$ cat config.mk
export PLATFORM = sky130hd
export DESIGN_NAME = fetch_unit
export DESIGN_NICKNAME = d
export VERILOG_FILES = /design/src/rtl/fetch_unit.sv
export SDC_FILE = /design/constraint.sdc
export NUM_CORES = 1
export LEC_CHECK = 0
export ABC_AREA = 1
export ABC_CLOCK_PERIOD_IN_PS = 3200
export CORE_MARGIN = 4
export CORE_UTILIZATION = 23
export DETAILED_ROUTE_END_ITERATION = 16
export SLEW_MARGIN = 40
export SYNTH_ARGS = -nofsm -noshare
export SYNTH_HDL_FRONTEND = slang
export SYNTH_SLANG_ARGS = --single-unit
$ cat constraint.sdc
create_clock -name clk -period 3.2 [get_ports clk]
set_input_delay 0.48 -clock clk [delete_from_list [all_inputs] [get_ports clk]]
set_output_delay 0.48 -clock clk [all_outputs]
set_load 0.1 [all_outputs]
$ cat src/rtl/fetch_unit.sv
// Instruction-fetch stage: owns the PC, fetches words over a req/ack memory port and
// presents them to decode over valid/ready, with redirect support that cancels in-flight fetches.
module fetch_unit #(
  parameter logic [31:0] RESET_PC = 32'h0000_0000,
  parameter logic [31:0] PC_STEP  = 32'd4
) (
  input  logic        clk,
  input  logic        reset,
  output logic        imem_req,
  output logic [31:0] imem_addr,
  input  logic        imem_ack,
  input  logic [31:0] imem_rdata,
  output logic [31:0] ins,
  output logic        ins_valid,
  input  logic        ins_ready,
  output logic [31:0] ins_pc,
  output logic [31:0] pc_plus4,
  input  logic        redirect,
  input  logic [31:0] redirect_pc,
  output logic        misalign
);

  typedef enum logic [1:0] {
    FETCH = 2'd0,
    KILL  = 2'd1,
    HOLD  = 2'd2
  } state_t;

  state_t      state;
  logic [31:0] pc;
  logic [31:0] req_addr;
  logic        redirect_odd;

  assign redirect_odd = redirect && (redirect_pc[1:0] != 2'b00);

  always_ff @(posedge clk) begin
    if (reset) begin
      state    <= FETCH;
      pc       <= RESET_PC;
      req_addr <= RESET_PC;
      ins      <= '0;
      ins_pc   <= RESET_PC;
      misalign <= 1'b0;
    end else begin
      if (redirect_odd) misalign <= 1'b1;
      unique case (state)
        FETCH: begin
          if (redirect) begin
            pc <= redirect_pc;
            // A same-cycle ack closes the old request, so the new target can go out at once.
            if (imem_ack) req_addr <= redirect_pc;
            else          state    <= KILL;
          end else if (imem_ack) begin
            ins    <= imem_rdata;
            ins_pc <= req_addr;
            state  <= HOLD;
          end
        end
        KILL: begin
          if (redirect) pc <= redirect_pc;
          if (imem_ack) begin
            req_addr <= redirect ? redirect_pc : pc;
            state    <= FETCH;
          end
        end
        HOLD: begin
          if (redirect) begin
            pc       <= redirect_pc;
            req_addr <= redirect_pc;
            state    <= FETCH;
          end else if (ins_ready) begin
            pc       <= ins_pc + PC_STEP;
            req_addr <= ins_pc + PC_STEP;
            state    <= FETCH;
          end
        end
        default: state <= FETCH;
      endcase
    end
  end

  assign imem_req  = ((state == FETCH) || (state == KILL)) && !reset;
  assign imem_addr = req_addr;
  assign ins_valid = (state == HOLD);
  assign pc_plus4  = ins_pc + PC_STEP;

endmodule

==> key figures <==
Synthesis
  – Ys flop type: dfxtp_1
  – Yosys warns: 0
  – Cells after synthesis: 1062
  – Post-synthesis xor/xnor area fraction: 0.02667
  – Largest cells by area after synthesis: dfxtp_1 38%, nand2_1 17%, a21oi_1 10%
  – Area fraction of the dominant cell type after synthesis: 0.3803
  – Netlist cell types: 26
  – Seq/Total Area, Yosys: 0.3803
  – Post-Syn Area: 0.006897 mm2
  – Post-Syn Nets: 1136
  – Simple-gate share of the synthesized area: 0.3061
  – Top post-synthesis cells by count: 313 x nand2_1, 141 x a21oi_1, 141 x o21ai_0, 131 x dfxtp_1, 129 x nor2_1
  – Multiplexer area fraction after synthesis: 0
  – Synth Register Bits: 131
  – Post-synthesis compound-gate area fraction: 0.2115
  – Most frequent cell after synthesis: nand2_1
  – Async SR Flop Fraction: 0
  – Largest family of logic cells by synthesized area: simple AND/OR/NAND/NOR gates
  – Post-synth EDFFs: 0
  – Dominant cell type by area after synthesis: dfxtp_1
  – Adder-cell share of the synthesized area: 0.009071
  – Synthesized area per cell: 6.494 um2

CTS
  – Post-CTS Setup Inserts: 0
  – CTS Sinks: 131
  – # hold bufs at CTS: 0
  – Clock tree buffer depth: 2
  – Inserted Clock Buffers: 17
  – H-tree Lvls: 4
  – CTS tree: yes
  – Worst skew pair latency: 0.42 ns
  – Worst-path clk slew: 0.06 ns
  – Root buf cell: clkbuf_16
  – # resized after CTS: 0

Timing
  – Skew final: 0.01135 ns
  – Final min period: 2.803 ns
  – Worst setup margin: 0.3970 ns
  – Max Fclk: 0.3568 GHz
  – Finish-stage setup viols: 0
  – Minimum hold slack: 0.4956 ns
  – Final period util: 0.8759
  – Unrepaired setup endpoints after global routing: no
  – Slew HR: 0.5858
  – Worst slew pin tran: 0.6205 ns
  – Final hold violations: 0
  – Final Slew Violations: 0

Final layout
  – Area Growth Syn to Fin: 40.80%
  – Layout Nets: 1304
  – Fillcell total: 3188
  – Final Cell Area: 0.009711 mm2
  – Fraction of layout cells with a size suffix above 1: 0.2053
  – # diodes: 0

Placement
  – Post-placement cell area: 0.009170 mm2
  – HPWL after DPL: 18420 um
  – Setup WS pre-CTS: 0.5769 ns
  – Routability cong.: 0.8220
  – Number of buffers added on ports: 199

Drt
  – DRC: 0
  – Drt initial violations: 506
  – Routed WL: 25270 um
  – DR pass1 iterations: 5
  – WL per Instance: 15.48 um
  – Via count: 7528
  – Via density: 4.613
  – ANT nets after route: 0

Worst setup path
  – Crit path DAT: 2.32 ns
  – Crit path kind: flip-flop to output port
  – Crit Path Max Fanout: 5
  – CP endpoint kind: output port
  – CP Data Required Time: 2.72 ns
  – CP startpoint kind: flip-flop

Pwr
  – Leakage power: 4.317 nW
  – Power Total: 6.403 mW
  – VDD IR max: 0.3212 mV
  – Power density cells: 659.4 mW/mm2

Hold path
  – Hold Path Class: flip-flop to flip-flop

Status
  – Status: finished, final reports clean

Global route
  – Vias in the first global route: 7166
  – First-pass GRT wire length: 39290 um
  – Pin count of the biggest net entering global routing: 71
  – GRT Overall Usage: 0.1485
  – Residual overflow from global routing: 0
  – Initial antenna violation count: 2

Floorplan
  – Boundary pin count: 200
  – Die W: 181.2 um
  – Starting Density: 0.2327
  – Core Footprint: 0.02964 mm2
  – Row count: 63
  – Die area: 0.03282 mm2
  – Die Ht: 181.2 um

Run
  – Max_cap viols: 0
state kept, by name (all words and copies together), names as in the netlist:
name       cells
pc            32
state          2
imem_addr     32
misalign       1
ins_pc        32
ins           32
routing by layer:
layer	up-vias	track usage	routed length [um]
met3	41	0.04329	1866
met4	4	0.05224	630
met2	265	0.2496	12010
li1	3781	-	-
met1	3437	0.1813	10740
met5	-	0	27
stage by stage:
step	instances	TNS, ns	util
CTS	1632	0	0.3276
global route	1632	0	0.3276
detailed placement	1601	0	0.3094
floorplan	1062	-0.3370	-
global placement	1601	0	0.3128
finish	1632	0	0.3276
placed cells by master (no fill, tap or decap), types with 6 or more instances in the layout:
cell	count
a21oi_1	141
buf_12	9
buf_2	20
buf_4	121
clkbuf_16	17
clkdlybuf4s50_1	68
clkinv_2	6
dfxtp_1	130
inv_1	39
inv_2	6
nand2_1	307
nand2_2	13
nand3_1	16
nor2_1	128
nor2_4	10
o21ai_0	141
or2_2	20
xor2_4	9
where the power goes:
part	leakage [nW]	switching (mW)	internal, mW
registers	1.08	0.177	1.82
logic	2.97	1.98	0.597
clock network	0.270	0.769	1.06
cell families (layout without fill, tap and decap cells):
kind of cell             count (synthesis)  after routing
XOR/XNOR                                15             15
AND/OR/NAND/NOR                        507            507
AO/OA/AOI/OAI                          289            289
flip-flops                             131            131
adder cells (fa/ha/maj)                  5              5
buffers and inverters                  115            295
cell type report:
class | instances | area, um2 | area share
Tap cell | 390 | 488.0 | 0.05025
Timing Repair Buffer | 218 | 1869 | 0.1925
Multi-Input combinational cell | 816 | 4013 | 0.4132
Clock inverter | 13 | 111.4 | 0.01147
Sequential cell | 131 | 2624 | 0.2702
Inverter | 46 | 176.4 | 0.01817
Clock buffer | 18 | 429.2 | 0.04420
final timing paths:
check / slack, ns / depth (start not counted) / from / end
setup / recovery: 0.40 / 8 / ins_pc[3] / pc_plus4[26]
hold reg to reg: 0.50 / 2 / misalign / misalign
setup reg to reg: 0.98 / 13 / ins_pc[3] / imem_addr[24]
hold / removal: 0.50 / 2 / misalign / misalign
critical path, stage by stage, from the launching register on:
cell	delay, ns
dfxtp_1	0.39
ha_1	0.25
nand2_2	0.08
nor2_4	0.21
nand2_4	0.15
nor2_4	0.26
nand3_1	0.11
nand2_1	0.15
buf_4	0.31
Note: power is estimated with default switching activity, not from simulation.
